$ cat src/rtl/ebi_bridge_fifo_pkg.sv
// Shared types for the EBI bridge: read FSM states, write-entry layout and
// the default synchroniser depth.
package ebi_pkg;

  localparam int SYNC_STAGES_DEFAULT = 2;
  localparam int ENTRY_ADDR_W        = 16;
  localparam int ENTRY_DATA_W        = 16;

  typedef enum logic [1:0] {
    IDLE     = 2'd0,
    RD_WAIT  = 2'd1,
    RD_DRIVE = 2'd2
  } rd_state_e;

  typedef struct packed {
    logic [ENTRY_ADDR_W-1:0] addr;
    logic [ENTRY_DATA_W-1:0] data;
  } wr_entry_t;

endpackage

$ cat src/rtl/ebi_bridge_fifo_sync_fifo.sv
// Circular write buffer with occupancy count, registered head-valid and a
// sticky flag for pushes that arrive while the buffer is full.
module sync_fifo #(
  parameter int DEPTH = 8,
  parameter int WIDTH = 32
) (
  input  logic                     clk,
  input  logic                     reset,
  input  logic                     push,
  input  logic [WIDTH-1:0]         din,
  input  logic                     ready,
  output logic                     valid,
  output logic [WIDTH-1:0]         dout,
  output logic [$clog2(DEPTH):0]   count,
  output logic                     overflow
);

  localparam int PW = $clog2(DEPTH);

  logic [WIDTH-1:0] mem_r [DEPTH];
  logic [PW-1:0]    wr_ptr_r;
  logic [PW-1:0]    rd_ptr_r;
  logic [PW:0]      count_r;
  logic [PW:0]      count_next_s;
  logic             valid_r;
  logic             overflow_r;
  logic             pop_s;
  logic             push_ok_s;

  // Pop frees a slot first, so a simultaneous push into a full buffer is kept
  always_comb begin
    pop_s        = valid_r & ready;
    push_ok_s    = push & ((count_r != (PW+1)'(DEPTH)) | pop_s);
    count_next_s = count_r + {{PW{1'b0}}, push_ok_s} - {{PW{1'b0}}, pop_s};
  end

  // Pointer, occupancy and flag state
  always_ff @(posedge clk) begin
    if (reset) begin
      wr_ptr_r   <= '0;
      rd_ptr_r   <= '0;
      count_r    <= '0;
      valid_r    <= 1'b0;
      overflow_r <= 1'b0;
    end else begin
      if (push_ok_s) wr_ptr_r <= wr_ptr_r + PW'(1);
      if (pop_s)     rd_ptr_r <= rd_ptr_r + PW'(1);
      count_r <= count_next_s;
      valid_r <= (count_next_s != '0);
      if (push & ~push_ok_s) overflow_r <= 1'b1;
    end
  end

  // Entry storage
  always_ff @(posedge clk) begin
    if (push_ok_s) mem_r[wr_ptr_r] <= din;
  end

  assign valid    = valid_r;
  assign dout     = mem_r[rd_ptr_r];
  assign count    = count_r;
  assign overflow = overflow_r;

endmodule

$ cat src/rtl/ebi_bridge_fifo.sv
// EBI slave bridge: synchronises the multiplexed MCU bus into clk, buffers
// writes in a FIFO and serves reads through a request/acknowledge handshake.
module ebi_bridge_fifo
  import ebi_pkg::*;
#(
  parameter int ADDR_W      = 16,
  parameter int DATA_W      = 16,
  parameter int DEPTH       = 8,
  parameter int SYNC_STAGES = SYNC_STAGES_DEFAULT,
  parameter int AUTO_INC    = 0
) (
  input  logic                   clk,
  input  logic                   reset,
  input  logic [ADDR_W-1:0]      EBI_AD_in,
  output logic [ADDR_W-1:0]      EBI_AD_out,
  output logic                   EBI_AD_oe,
  input  logic                   EBI_ALE,
  input  logic                   EBI_RE,
  input  logic                   EBI_WE,
  output logic                   wr_valid,
  input  logic                   wr_ready,
  output logic [ADDR_W-1:0]      wr_addr,
  output logic [DATA_W-1:0]      wr_data,
  output logic                   rd_req,
  output logic [ADDR_W-1:0]      rd_addr,
  input  logic                   rd_ack,
  input  logic [DATA_W-1:0]      rd_data,
  output logic [$clog2(DEPTH):0] fifo_count,
  output logic                   overflow,
  output logic                   proto_err
);

  logic [SYNC_STAGES-1:0] ale_sync_r, re_sync_r, we_sync_r;
  logic [ADDR_W-1:0]      ad_sync_r [SYNC_STAGES];
  logic                   re_d_r, we_d_r;
  logic                   ale_s, re_s, we_s;
  logic [ADDR_W-1:0]      ad_s;
  logic                   we_rise_s, rd_start_s, rd_done_s;
  logic [ADDR_W-1:0]      inc_s;
  logic [ADDR_W-1:0]      addr_r;
  logic [DATA_W-1:0]      data_hold_r;
  logic                   proto_err_r;
  rd_state_e              state_r;
  logic [ADDR_W+DATA_W-1:0] entry_s;

  // Strobes and AD share one synchroniser depth so data stays aligned with strobes
  always_ff @(posedge clk) begin
    if (reset) begin
      ale_sync_r <= '1;
      re_sync_r  <= '1;
      we_sync_r  <= '1;
      re_d_r     <= 1'b1;
      we_d_r     <= 1'b1;
      for (int i = 0; i < SYNC_STAGES; i++) ad_sync_r[i] <= '0;
    end else begin
      ale_sync_r   <= {ale_sync_r[SYNC_STAGES-2:0], EBI_ALE};
      re_sync_r    <= {re_sync_r[SYNC_STAGES-2:0], EBI_RE};
      we_sync_r    <= {we_sync_r[SYNC_STAGES-2:0], EBI_WE};
      re_d_r       <= re_sync_r[SYNC_STAGES-1];
      we_d_r       <= we_sync_r[SYNC_STAGES-1];
      ad_sync_r[0] <= EBI_AD_in;
      for (int i = 1; i < SYNC_STAGES; i++) ad_sync_r[i] <= ad_sync_r[i-1];
    end
  end

  // A read only starts when WE is idle; RE and WE low together is a protocol error
  always_comb begin
    ale_s      = ale_sync_r[SYNC_STAGES-1];
    re_s       = re_sync_r[SYNC_STAGES-1];
    we_s       = we_sync_r[SYNC_STAGES-1];
    ad_s       = ad_sync_r[SYNC_STAGES-1];
    we_rise_s  = we_s & ~we_d_r;
    rd_start_s = ~re_s & re_d_r & we_s;
    rd_done_s  = (state_r == RD_DRIVE) & re_s;
    inc_s      = ADDR_W'(we_rise_s) + ADDR_W'(rd_done_s);
  end

  // Address latch, write data hold and protocol-error flag
  always_ff @(posedge clk) begin
    if (reset) begin
      addr_r      <= '0;
      data_hold_r <= '0;
      proto_err_r <= 1'b0;
    end else begin
      if (!ale_s)              addr_r <= ad_s;
      else if (AUTO_INC != 0)  addr_r <= addr_r + inc_s;
      if (!we_s)               data_hold_r <= ad_s;
      if (!re_s && !we_s)      proto_err_r <= 1'b1;
    end
  end

  sync_fifo #(
    .DEPTH(DEPTH),
    .WIDTH(ADDR_W + DATA_W)
  ) u_fifo (
    .clk      (clk),
    .reset    (reset),
    .push     (we_rise_s),
    .din      ({addr_r, data_hold_r}),
    .ready    (wr_ready),
    .valid    (wr_valid),
    .dout     (entry_s),
    .count    (fifo_count),
    .overflow (overflow)
  );

  assign wr_addr   = entry_s[ADDR_W+DATA_W-1:DATA_W];
  assign wr_data   = entry_s[DATA_W-1:0];
  assign proto_err = proto_err_r;

  // Read FSM; RE returning high before the ack aborts, so a late ack is ignored
  always_ff @(posedge clk) begin
    if (reset) begin
      state_r    <= IDLE;
      rd_req     <= 1'b0;
      rd_addr    <= '0;
      EBI_AD_out <= '0;
      EBI_AD_oe  <= 1'b0;
    end else begin
      case (state_r)
        IDLE: begin
          if (rd_start_s) begin
            state_r <= RD_WAIT;
            rd_req  <= 1'b1;
            rd_addr <= addr_r;
          end
        end
        RD_WAIT: begin
          if (re_s) begin
            rd_req  <= 1'b0;
            state_r <= IDLE;
          end else if (rd_ack) begin
            rd_req     <= 1'b0;
            EBI_AD_out <= rd_data;
            EBI_AD_oe  <= 1'b1;
            state_r    <= RD_DRIVE;
          end
        end
        RD_DRIVE: begin
          if (re_s) begin
            EBI_AD_oe <= 1'b0;
            state_r   <= IDLE;
          end
        end
        default: begin
          state_r   <= IDLE;
          rd_req    <= 1'b0;
          EBI_AD_oe <= 1'b0;
        end
      endcase
    end
  end

endmodule

$ cat config.mk
export PLATFORM = sky130hd
export DESIGN_NAME = ebi_bridge_fifo
export DESIGN_NICKNAME = d
export VERILOG_FILES = /design/src/rtl/ebi_bridge_fifo_pkg.sv /design/src/rtl/ebi_bridge_fifo_sync_fifo.sv /design/src/rtl/ebi_bridge_fifo.sv
export SDC_FILE = /design/constraint.sdc
export NUM_CORES = 1
export LEC_CHECK = 0
export BUFFER_PORTS_ARGS = -buffer_cell sky130_fd_sc_hd__buf_4
export CORE_MARGIN = 5
export CORE_UTILIZATION = 60
export CTS_CLUSTER_DIAMETER = 50
export CTS_CLUSTER_SIZE = 40
export DETAILED_ROUTE_END_ITERATION = 8
export GPL_ROUTABILITY_DRIVEN = 0
export PLACE_DENSITY = 0.79
export SYNTH_ARGS = -nofsm -noshare
export SYNTH_HDL_FRONTEND = slang
export SYNTH_SLANG_ARGS = --single-unit
$ cat constraint.sdc
create_clock -name clk -period 12 [get_ports clk]
set_input_delay 0.6 -clock clk [delete_from_list [all_inputs] [get_ports clk]]
set_output_delay 0.6 -clock clk [all_outputs]
set_load 0.05 [all_outputs]
# Word-level counts from Yosys, hierarchy flattened
# Memories as Yosys holds them, arrays and structs flattened. A register that Yosys moved wholly into a read port is not among the register bits.
# Index checks and enable logic that the tools add are counted.
[totals]
wordCells = 78
mem_bits_rw = 288
register_bits = 89
mem_count = 2
out_inout_bits = 73
[memory_table]
columns = ["memory", "words", "width", "read_ports", "rd_ports_with_merged_regs", "wr", "line", "text"]
rows = [
  ["u_fifo.mem_r", 8, 32, 1, 1, 1, "ebi_bridge_fifo_sync_fifo.sv:20", "logic [WIDTH-1:0] mem_r [DEPTH];"],
  ["ad_sync_r", 2, 16, 2, 0, 2, "ebi_bridge_fifo.sv:34", "logic [ADDR_W-1:0] ad_sync_r [SYNC_STAGES];"],
]
[op_classes]
add_sub_neg = 4
n_eq_ne = 8
bitwise_logic = 14
reduce_logical = 10
mux = 22
[op_table]
columns = ["cell", "n"]
rows = [
  ["$mux 16", 2],
  ["$mux 1", 11],
  ["$reduce_and 3->1", 3],
  ["$mux 2", 4],
  ["$ne 2x2->1 const B", 4],
  ["$add 3x1->3 const B", 2],
  ["$and 1x1->1", 6],
  ["$mux 3", 2],
  ["$pmux 1 s3", 2],
  ["$pmux 2 s3", 1],
  ["$not 1->1", 5],
  ["$add 4x1->4", 1],
  ["$ne 4x4->1 const B", 1],
  ["$reduce_and 4->1", 1],
  ["$reduce_bool 4->1", 1],
  ["$sub 4x1->4", 1],
  ["$ne 3x3->1 const B", 1],
  ["$or 1x1->1", 3],
  ["$eq 2x1->1 const B", 1],
  ["$eq 2x2->1 const B", 1],
  ["$logic_not 1->1", 2],
  ["$logic_not 2->1", 1],
  ["$reduce_and 2->1", 1],
  ["$logic_and 1x1->1", 1],
]

# Longest topological paths before layout
# Gate-level depths: netlist (run 1).
[depth]
ltp_word = 6
mapped_depth = 10
ltp_nobuf = 10

# Hierarchy
# A second synthesis (run 1) with hierarchy kept.
[unflattened]
hier_cells = 810
hier_area_um2 = 14257.4
[modules_own_cells]
columns = ["module", "cells_each", "area_per_inst_um2", "n_inst", "seq_area_each_um2"]
rows = [
  ["sync_fifo", 457, 10538.9, 1, 7987.7],
  ["ebi_bridge_fifo", 353, 3718.6, 1, 2182.1],
]

# Worst setup path after synthesis (run 1)
# Ideal clock, no wire load.
[synth_path]
kind = "register to register"
startpoint = "reg u_fifo.count_r[2] (netlist: u_fifo.count[2])"
endpoint = "mem u_fifo.mem_r[4][0], enable pin"
path_slack_ns = 6.833
period_less_slack_ns = 5.167
stages_incl_launch_ff = 5
n_path_buf = 0
t_required_ns = 11.487
setup_ns = 0.513
arrival_time_ns = 4.654
cell_sequence = "dfxtp_1 inv_1 ha_1 a211o_1 nor4b_1"
[synth_between]
elab_chain_len = 5
[synth_rtl]
columns = ["item", "line", "text"]
rows = [
  ["start: declaration", "ebi_bridge_fifo_sync_fifo.sv:23", "logic [PW:0] count_r;"],
  ["start signal: assignment", "ebi_bridge_fifo_sync_fifo.sv:48", "count_r <= count_next_s;"],
  ["$ne 4x4->1", "ebi_bridge_fifo_sync_fifo.sv:33", "push_ok_s = push & ((count_r != (PW+1)'(DEPTH)) | pop_s);"],
  ["$or 1x1->1", "ebi_bridge_fifo_sync_fifo.sv:33", ""],
  ["$and 1x1->1", "ebi_bridge_fifo_sync_fifo.sv:33", ""],
  ["$mux 1", "ebi_bridge_fifo_sync_fifo.sv:56", "if (push_ok_s) mem_r[wr_ptr_r] <= din;"],
  ["$mux 1 (not written as such)", "ebi_bridge_fifo_sync_fifo.sv:56", ""],
  ["end: declaration", "ebi_bridge_fifo_sync_fifo.sv:20", ""],
]
# Every way passes these cells.

==> results of run 1 <==
[cells by family (layout without fill, tap and decap cells)]
logic type	after synthesis	count (layout)	synth area share [%]
compound gates	70	70	2.73
buf+inv	57	188	1.97
mux	131	131	16.7
simple gates	163	163	5.97
flops	380	380	71.7
fa+ha+maj	8	8	0.759
xor+xnor	3	3	0.185
[stage by stage]
stage	std cells	hold slack (ns)	setup WS [ns]	power [mW]	util (%)
global placement	1210	0.394	9.00	1.89	65.6
detailed placement	1210	0.398	8.94	1.89	65.6
global route	1262	0.218	8.28	2.97	70.0
floorplan	812	0.389	6.83	1.80	-
CTS	1262	0.219	8.34	2.89	70.0
finish	1262	0.233	8.38	2.88	70.0
[registers in the layout, summed over array words and instances (netlist names), 2 cells and up, named ones only]
register and count:
EBI_AD_out 16, ad_sync_r 32, addr_r 16, ale_sync_r 2, data_hold_r 16, rd_addr 16
re_sync_r 2, state_r 2, u_fifo.count 4, u_fifo.mem_r 256, u_fifo.rd_ptr_r 3, u_fifo.wr_ptr_r 3
we_sync_r 2
[synth_stat cells (all sizes together)]
cell	count
buf	23
nor3	2
edfxtp	256
inv	12
a21boi	2
a21oi	40
nor4b	6
a211oi	4
o211ai	1
xnor2	1
nand3b	3
nor4	2
or4b	1
nand2	37
clkbuf	22
ha	7
nor2b	37
a31oi	1
o21ai	17
mux4	64
a21o	1
or2	8
nor2	42
nand4bb	1
nand2b	2
o21bai	1
xor2	2
mux2i	33
o211a	1
a211o	2
nor4bb	1
and3b	1
nand3	20
fa	1
dfxtp	124
mux2	34
[cell type report]
cell class                 instances  area share (%)
sequential                       380            62.1
clock buffer                      30            4.58
timing repair buffer             124            5.68
clock inverter                    22            1.72
tap                              319            2.44
inverter                          12           0.275
multi-input combinational        375            23.2
[metal layers]
metal  track usage [%]  wire [um]  vias up
met5                 0          0        -
met2              36.7      14100      233
met3              4.34       1850       34
met4              4.23        416        0
li1                  -          -     3354
met1              27.7      11200     3639
[power groups by stage]
stage / clock network [mW] / registers [mW] / logic (mW)
after global placement: 0 / 1.48 / 0.411
after global routing: 1.08 / 1.45 / 0.444
after CTS: 1.02 / 1.45 / 0.420
final: 1.01 / 1.45 / 0.416
after detailed placement: 0 / 1.48 / 0.417
after floorplan: 0 / 1.47 / 0.323
[critical path, delay by kind of cell, from the launching register on]
family | cells | cell delay (ns)
DFF | 1 | 0.64
buffers and inverters | 2 | 0.86
muxes | 2 | 0.93
[worst min-delay path by stage]
stage,slack (ns),to,cells after the start
after floorplan,0.39,ale_sync_r[1],1
after global placement,0.39,re_sync_r[1],1
after detailed placement,0.40,ale_sync_r[1],1
after CTS,0.22,ale_sync_r[0],2
after global routing,0.22,we_sync_r[0],2
final,0.23,ale_sync_r[0],2
==> summary.txt, run 1 <==
Synth
  – Synthesized area: 0.0142 mm^2
  – Cell taking the most area after synthesis: edfxtp_1
  – Post-synthesis sequential area ratio: 71.7%
  – #FFs+latches synth: 380
  – Synthesized area per cell: 17.5 um^2
  – Synth top area cells: edfxtp_1 (54%), dfxtp_1 (18%), mux4_1 (10%)
  – Synth Net Count: 859
  – Top cell type's share of synthesized area: 54.2%
  – Synth warn: 0
  – Post-synthesis cell type count: 42
  – Synth Instances: 812

STA
  – Clock Skew: 0.0195 ns
  – Tightest Pin Transition: 1.13 ns
  – Fmax: 276 MHz
  – Final Max Tran Viols: 0
  – TNS Setup: 0 ns
  – RSZ-0062 raised after global routing: false
  – Hold Fails Final Rpt: 0
  – # setup viols final: 0
  – Minimum clock period: 3.62 ns
  – Slew headroom: 24.2%
  – Fin crit share: 30.2%

CTS
  – Clock latency on the worst-skew pair: 0.56 ns
  – CTS sink count: 380
  – Post-CTS Hold Buffers: 0
  – Postcts setup bufs: 0
  – CTS tree: yes
  – CTS HTree Levels: 1
  – CTS clk-pin slew, worst paths: 0.08 ns
  – TritonCTS buffer count: 28
  – Root Driver: clkbuf_16
  – Clock buffer depth: 3
  – Post_cts resized: 0

Power
  – Clock share of power: 35.2%
  – Combinational power share: 14.5%
  – Sw frac: 27.3%
  – Pint: 2.09 mW
  – Part of the power in registers: 50.3%
  – Pwr Density: 176 mW/mm^2
  – Max rail drop VDD: 0.000150 V
  – Net Switching: 0.786 mW
  – Leak: 5.94 nW

Layout
  – Layout area overhead: 15.5%
  – Register area: 0.0102 mm^2
  – Most frequent cells in the layout: edfxtp_1 (256), buf_4 (124), dfxtp_1 (122), mux4_1 (56)
  – Commonest non-fill, non-tap cell in the layout: edfxtp_1
  – Multi-input logic area: 0.00379 mm^2
  – Diode count: 0
  – FILL cells: 1,506
  – Cell area after layout: 0.0164 mm^2
  – Nets: 968
  – Share of layout cells above drive strength 1: 25.3%

Place
  – PortBufs: 111
  – Placed Area: 0.0153 mm^2
  – Hpwl dp: 15,500 um

Floorplan
  – Cell Rows: 56
  – Initial core utilization: 60.6%
  – Die height: 164 um
  – Die area: 0.0268 mm^2
  – Core area: 0.0234 mm^2
  – DIE WIDTH: 164 um
  – Ports: 112

Setup path
  – R2r startpoint: we_d_r
  – Worst path required time: 11.40 ns
  – Worst R2R End: u_fifo.valid
  – Critical Path Fanout Max: 39
  – Slowest CP cell: buf_4
  – Crit path to: wr_data[14]
  – Worst path cell trace: buf_4 -> mux4_1 -> mux2_2 -> buf_4
  – Reg2reg setup slack: 9.36 ns
  – Crit-path max cell delay: 0.67 ns
  – Most used cell, CP: buf_4
  – Crit end category: output port
  – Arr. time, crit path: 3.02 ns
  – Critical path launch point type: register
  – FF-to-FF path depth: 8
  – Setup CP Type: reg -> out

Global routing
  – Global-route wire length before repair: 42,700 um
  – Grt ovf: 0
  – Gr usage total: 21.0%
  – Largest net degree at the start of global routing: 97
  – Antenna violations before repair: 0
  – Vias in the first global route: 7,484

Hold path
  – Worst hold path type: in -> reg
  – Worst Hold Launch: EBI_ALE

Routing
  – Initial DRT Pass Iterations: 5
  – Final wirelength: 27,500 um
  – Number of routed nets with antenna violations: 0
  – DR WL/cell: 21.8 um
  – Initial drt markers: 476
  – Via/cell ratio: 5.75
  – Vias post-DR: 7,260
  – DRC Markers: 0

Status
  – Outcome: complete, no violations

Job
  – Max-cap violations: 0
No activity file was read; power rests on OpenSTA's default activity.
==> run 2: changes to the inputs <==
--- a/config.mk
+++ b/config.mk
@@ -5,14 +5,15 @@
 export SDC_FILE = /design/constraint.sdc
 export NUM_CORES = 1
 export LEC_CHECK = 0
+export ABC_AREA = 1
 export BUFFER_PORTS_ARGS = -buffer_cell sky130_fd_sc_hd__buf_4
 export CORE_MARGIN = 5
-export CORE_UTILIZATION = 60
+export CORE_UTILIZATION = 54
 export CTS_CLUSTER_DIAMETER = 50
 export CTS_CLUSTER_SIZE = 40
 export DETAILED_ROUTE_END_ITERATION = 8
 export GPL_ROUTABILITY_DRIVEN = 0
-export PLACE_DENSITY = 0.79
+export PLACE_DENSITY = 0.75
 export SYNTH_ARGS = -nofsm -noshare
 export SYNTH_HDL_FRONTEND = slang
 export SYNTH_SLANG_ARGS = --single-unit
==> constraint.sdc (replaced) <==
create_clock -name clk -period 3.1 [get_ports clk]
set_input_delay 0.155 -clock clk [delete_from_list [all_inputs] [get_ports clk]]
set_output_delay 0.155 -clock clk [all_outputs]
set_load 0.05 [all_outputs]
==> run 2 against run 1 <==
  * Clock-buffer cell count grew 9
  * Sequential power grew to 3.9 times the previous value
  * Largest cell class unchanged
  * Wire length grew 9.9%
  * Non-clock buffer count grew 39
  * Critical path type unchanged
  * Setup slack lost 7.7 ns
  * Worst hold slack lost 0.18 ns
  * Clock power grew to 4.4 times the previous value
  * First-iteration DRC count grew 95%
  * Combinational power grew to 6.8 times the previous value
  * Cell count grew 42%
  * Design area grew 3.2%
==> summary.txt, run 2 <==
Layout
  – Multi-input logic area: 0.00349 mm^2
  – FILL cells: 1,883
  – Layout area overhead: 18.4%
  – Max reg flops: 256
  – Register area: 0.0102 mm^2
  – Commonest non-fill, non-tap cell in the layout: nor2_1
  – Largest Register: u_fifo.mem_r
  – Finished Layout Cells: 1,793
  – Largest registers: u_fifo.mem_r (256), ad_sync_r (32)
  – Share of layout cells above drive strength 1: 14.7%
  – Post-layout util: 64.9%
  – Most frequent cells in the layout: nor2_1 (364), edfxtp_1 (256), o21ai_0 (194), buf_4 (124), dfxtp_1 (122)
  – Diode count: 0
  – Nets: 1,479

Floorplan
  – Ports: 112
  – Die area: 0.0298 mm^2
  – Die height: 173 um
  – DIE WIDTH: 173 um
  – Core area: 0.0261 mm^2
  – Initial core utilization: 54.8%
  – Cell Rows: 59

Setup path
  – Critical Path Fanout Max: 71
  – FF-to-FF path depth: 11
  – Crit path to: wr_data[13]
  – Reg2reg setup slack: 1.03 ns
  – R2r startpoint: u_fifo.count[2]
  – Crit end category: output port
  – Arr. time, crit path: 2.29 ns
  – Worst R2R End: u_fifo.valid
  – Setup CP Type: reg -> out
  – Critical path launch point type: register
  – Worst path required time: 2.94 ns

Power
  – Leak: 6.39 nW
  – Net Switching: 4.11 mW
  – Pint: 8.83 mW
  – Part of the power in registers: 43.6%
  – Combinational power share: 21.7%
  – Max rail drop VDD: 0.000410 V
  – Sw frac: 31.7%
  – Pwr Density: 765 mW/mm^2
  – Total power: 12.9 mW
  – Clock share of power: 34.7%

Status
  – Outcome: complete, no violations

CTS
  – Post_cts resized: 0
  – TritonCTS buffer count: 34
  – Root Driver: clkbuf_16
  – Postcts setup bufs: 0
  – CTS HTree Levels: 2
  – Clock latency on the worst-skew pair: 0.51 ns
  – CTS sink count: 380
  – Post-CTS Hold Buffers: 36
  – CTS clk-pin slew, worst paths: 0.07 ns
  – CTS tree: yes
  – Clock buffer depth: 3

Synth
  – Synthesized area per cell: 11.0 um^2
  – Synth top area cells: edfxtp_1 (54%), dfxtp_1 (17%), nor2_1 (9.8%)
  – #FFs+latches synth: 380
  – Synth warn: 0
  – Top cell type's share of synthesized area: 53.9%
  – Number of synthesized flops with an enable pin: 256
  – Synth cell count leaders: nor2_1 (372), edfxtp_1 (256), o21ai_0 (194)
  – Synthesized area: 0.0143 mm^2
  – Synth Instances: 1,303
  – Post-synthesis sequential area ratio: 71.3%
  – Post-synthesis cell type count: 30
  – Cell taking the most area after synthesis: edfxtp_1
  – Synth Net Count: 1,350
  – Ys async rst share: 0%
  – Count leader, synth: nor2_1
  – Top FF cell, synth: edfxtp_1

Routing
  – Via/cell ratio: 5.27
  – DRC Markers: 0
  – Vias post-DR: 9,452
  – DR WL/cell: 16.9 um
  – Initial drt markers: 930
  – Initial DRT Pass Iterations: 5
  – Final wirelength: 30,300 um
  – Number of routed nets with antenna violations: 0

Global routing
  – Grt ovf: 0
  – Largest net degree at the start of global routing: 129
  – Vias in the first global route: 9,316
  – Global-route wire length before repair: 48,300 um
  – Antenna violations before repair: 0
  – Gr usage total: 19.7%

STA
  – Fmax: 408 MHz
  – Fin crit share: 79.0%
  – # setup viols final: 0
  – RSZ-0062 raised after global routing: false
  – Minimum clock period: 2.45 ns
  – Slew headroom: 60.8%
  – Final Max Tran Viols: 0
  – Hold Fails Final Rpt: 0
  – TNS Setup: 0 ns
  – Clock Skew: 0.0207 ns
  – Tightest Pin Transition: 0.588 ns
  – Fin worst setup slack: 0.652 ns

Job
  – Max-cap violations: 0

Place
  – PortBufs: 111
  – Pre-CTS setup slack: 1.04 ns
  – Hpwl dp: 16,500 um
  – Dpl cells: 1,695

Hold path
  – Worst hold path type: in -> reg
==> run 2: cell type report <==
cell class,instances,share of cell area [%]
Inverter,60,1.35
Tap cell,335,2.48
Multi-Input combinational cell,793,20.7
Clock buffer,39,5.52
Timing Repair Buffer,163,8.00
Sequential cell,380,60.2
Clock inverter,23,1.77
==> run 2: stage by stage <==
step | area, um^2 | hold slack [ns]
detailed placement | 15300 | 0.345
global placement | 15300 | 0.343
CTS | 16900 | 0.0494
finish | 16900 | 0.0537
floorplan | 14300 | 0.233
global route | 16900 | 0.0923
==> run 2: layer usage <==
layer	up-vias	part of all wire (%)	GRT usage [%]
met5	-	0	0
met4	0	1.5	5.12
met3	38	8.2	5.09
met2	308	50	33.3
met1	4446	41	25.7
li1	4660	-	-
==> run 2: critical path: stages, from the launching register on <==
cell,delay [ns]
dfxtp_4,0.35
inv_2,0.38
buf_12,0.34
o21ai_0,0.18
o21ai_1,0.12
nand2_1,0.07
nand2_1,0.11
buf_4,0.21
==> run 2: power groups by stage <==
stage	registers [mW]	logic [mW]	clock network (mW)
after CTS	5.64	2.83	4.56
after detailed placement	5.75	2.77	0
after global placement	5.74	2.74	0
after floorplan	5.84	1.97	0
after global routing	5.66	3.08	4.79
final	5.64	2.81	4.49
==> run 2: logic make-up (layout without fill, tap and decap cells) <==
| family | count (synthesis) | count (layout) | share of synthesized area, % |
|---|---|---|---|
| AO/OA/AOI/OAI | 270 | 270 | 9.48 |
| XOR/XNOR | 2 | 2 | 0.123 |
| AND/OR/NAND/NOR | 513 | 513 | 14.0 |
| buffers and inverters | 130 | 285 | 4.38 |
| flip-flops | 380 | 380 | 71.3 |
| adder cells (fa/ha/maj) | 8 | 8 | 0.754 |
==> run 2: worst min path at each step <==
| stage | start | end | slack (ns) | depth (start not counted) |
|---|---|---|---|---|
| 2_1_floorplan | reset | u_fifo.count[1] | 0.23 | 1 |
| 5_1_grt | wr_ready | u_fifo.overflow | 0.09 | 4 |
| 4_1_cts | wr_ready | u_fifo.overflow | 0.05 | 4 |
| 3_5_place_dp | EBI_RE | re_sync_r[0] | 0.35 | 2 |
| 3_3_place_gp | EBI_RE | re_sync_r[0] | 0.34 | 2 |
| 6_report | wr_ready | u_fifo.overflow | 0.05 | 4 |
==> run 3: changes to the inputs <==
--- a/config.mk
+++ b/config.mk
@@ -8,12 +8,12 @@
 export ABC_AREA = 1
 export BUFFER_PORTS_ARGS = -buffer_cell sky130_fd_sc_hd__buf_4
 export CORE_MARGIN = 5
-export CORE_UTILIZATION = 54
+export CORE_UTILIZATION = 59
 export CTS_CLUSTER_DIAMETER = 50
 export CTS_CLUSTER_SIZE = 40
 export DETAILED_ROUTE_END_ITERATION = 8
 export GPL_ROUTABILITY_DRIVEN = 0
-export PLACE_DENSITY = 0.75
+export PLACE_DENSITY = 0.78
 export SYNTH_ARGS = -nofsm -noshare
 export SYNTH_HDL_FRONTEND = slang
 export SYNTH_SLANG_ARGS = --single-unit
==> constraint.sdc (replaced) <==
create_clock -name clk -period 2.3 [get_ports clk]
set_input_delay 0.115 -clock clk [delete_from_list [all_inputs] [get_ports clk]]
set_output_delay 0.115 -clock clk [all_outputs]
set_load 0.05 [all_outputs]
==> run 3 against run 2 <==
  * Global-route usage up 2.5 points
  * Die area decreased by 8.0%
  * Highest routed layer unchanged
  * Design area grew 0.46%
  * Power up 30%
  * Setup slack got worse by 0.56 ns
  * Sequential share of layout area shrank 0.28 points
  * Via count up 2.1%
==> summary.txt, run 3 (synthesized netlist as in run 2, its figures left out) <==
Global routing
  – Vias in the first global route: 9,217
  – Global route hottest layer: met2
  – Antenna violations before repair: 0
  – Met1 Use GR: 29.5%
  – GR Util met2: 38.6%
  – Grt ovf: 0
  – Largest net degree at the start of global routing: 95
  – M3 GR Usage: 3.95%
  – Global-route wire length before repair: 48,000 um
  – Gr usage total: 22.3%

Setup path
  – Worst path required time: 2.18 ns
  – Crit-path max cell delay: 0.43 ns
  – Critical path launch point type: register
  – Slowest CP cell: dfxtp_4
  – Arr. time, crit path: 2.09 ns
  – Setup CP Type: reg -> out
  – Worst path cell trace: buf_4 -> clkbuf_16 -> nor2_1 -> nor2_1 -> o21ai_0 -> o21ai_0 -> nand2_1 -> nand2_1 -> buf_4
  – Critical Path Fanout Max: 23
  – Crit end category: output port

CTS
  – TritonCTS buffer count: 28
  – CTS tree: yes
  – CTS sink count: 380
  – Root Driver: clkbuf_16
  – CTS clk-pin slew, worst paths: 0.08 ns
  – Clock latency on the worst-skew pair: 0.55 ns
  – Clock buffer depth: 3
  – CTS HTree Levels: 1

Power
  – Max rail drop VDD: 0.000613 V
  – Leak: 6.41 nW
  – Pwr Density: 990 mW/mm^2
  – Total power: 16.8 mW

Hold path
  – Worst hold path type: in -> reg

Floorplan
  – DIE WIDTH: 166 um
  – Die height: 166 um
  – Die area: 0.0274 mm^2
  – Core area: 0.0240 mm^2
  – Cell Rows: 57
  – Ports: 112
  – Initial core utilization: 59.4%

STA
  – Tightest Pin Transition: 1.02 ns
  – Clock Skew: 0.0117 ns
  – Fin crit share: 95.9%
  – # setup viols final: 0
  – Minimum clock period: 2.21 ns
  – Fmax: 453 MHz
  – Hold Fails Final Rpt: 0
  – Slew headroom: 32.1%
  – Final Max Tran Viols: 0

Layout
  – Nets: 1,487
  – Largest Register: u_fifo.mem_r
  – Largest registers: u_fifo.mem_r (256), ad_sync_r (32)
  – Diode count: 0
  – FILL cells: 1,603
  – Cell area after layout: 0.0170 mm^2
  – Most frequent cells in the layout: nor2_1 (364), edfxtp_1 (256), o21ai_0 (193), dfxtp_1 (122), buf_4 (121)
  – Share of layout cells above drive strength 1: 15.0%
  – Max reg flops: 256
  – Layout area overhead: 19.0%
  – Commonest non-fill, non-tap cell in the layout: nor2_1

Job
  – Max-cap violations: 0

Routing
  – Final wirelength: 31,800 um
  – DR WL/cell: 17.8 um
  – Initial DRT Pass Iterations: 6
  – Number of routed nets with antenna violations: 0
  – Via/cell ratio: 5.40
  – Vias post-DR: 9,649
  – Initial drt markers: 852
  – DRC Markers: 0

Place
  – Hpwl dp: 17,300 um
  – Placed Area: 0.0155 mm^2
  – PortBufs: 111

Status
  – Outcome: complete, no violations
## run 3: timing repair
item | 4_1_cts | 5_1_grt
buffers inserted | 1 | 4
setup endpoints to repair | 3 | 25
endpoints found under the hold margin | 37 | 0
hold buffers | 36 | 0
gates resized for setup | 2 | 7
pin swaps | 0 | 0
gates cloned | 0 | 4
## run 3: per-layer routing
layer / routed length [um] / part of all wire [%]
met1: 12900 / 40
met2: 15800 / 50
met5: 0 / 0
met3: 2470 / 7.8
met4: 684 / 2.1
## run 3: report_power, final
part           leakage (nW)  total, mW  switching [mW]  internal [mW]
Combinational          2.56       4.08            2.76           1.32
Sequential             3.37       7.63           0.197           7.43
Clock                 0.481       5.10            2.60           2.50
Total                  6.41       16.8            5.55           11.3
## run 3: critical path: cells and delay by family, from the launching register on
kind	cells	cell delay, ns
flip-flops	1	0.43
AND/OR/NAND/NOR	4	0.32
buffers and inverters	3	0.57
AO/OA/AOI/OAI	2	0.21
## run 3: stage by stage
| stage | setup slack [ns] | cells | hold slack, ns | utilization, % | TNS, ns |
|---|---|---|---|---|---|
| 2_1_floorplan | -0.320 | 1303 | 0.193 | - | -79.76 |
| 3_3_place_gp | 0.288 | 1689 | 0.302 | 64.3 | 0 |
| 3_5_place_dp | 0.226 | 1689 | 0.303 | 64.3 | 0 |
| 4_1_cts | 0.00536 | 1778 | 0.00249 | 70.0 | 0 |
| 5_1_grt | -0.0310 | 1786 | 0.0300 | 70.6 | -0.0514 |
| 6_report | 0.0939 | 1786 | 0.00895 | 70.6 | 0 |
## run 3: final timing paths
| path | start | to | slack, ns | cells past startpoint |
|---|---|---|---|---|
| worst max-delay path | register | wr_data[0] | 0.09 | 9 |
| worst min-delay path | wr_ready | u_fifo.overflow | 0.009 | 4 |
| worst max register to register | u_fifo.count[2] | u_fifo.valid | 0.20 | 11 |
| worst min register to register | ad_sync_r[0][9] | ad_sync_r[0][25] | 0.40 | 2 |
## run 3: final cells by class
class | count | area [um^2] | share of cell area, %
flip-flops and latches | 380 | 10200 | 59.9
well taps | 324 | 405 | 2.39
repair buffers | 177 | 1670 | 9.85
clock inverters | 22 | 256 | 1.51
clock buffers | 30 | 729 | 4.30
multi-input cells | 793 | 3510 | 20.7
inverters | 60 | 230 | 1.36
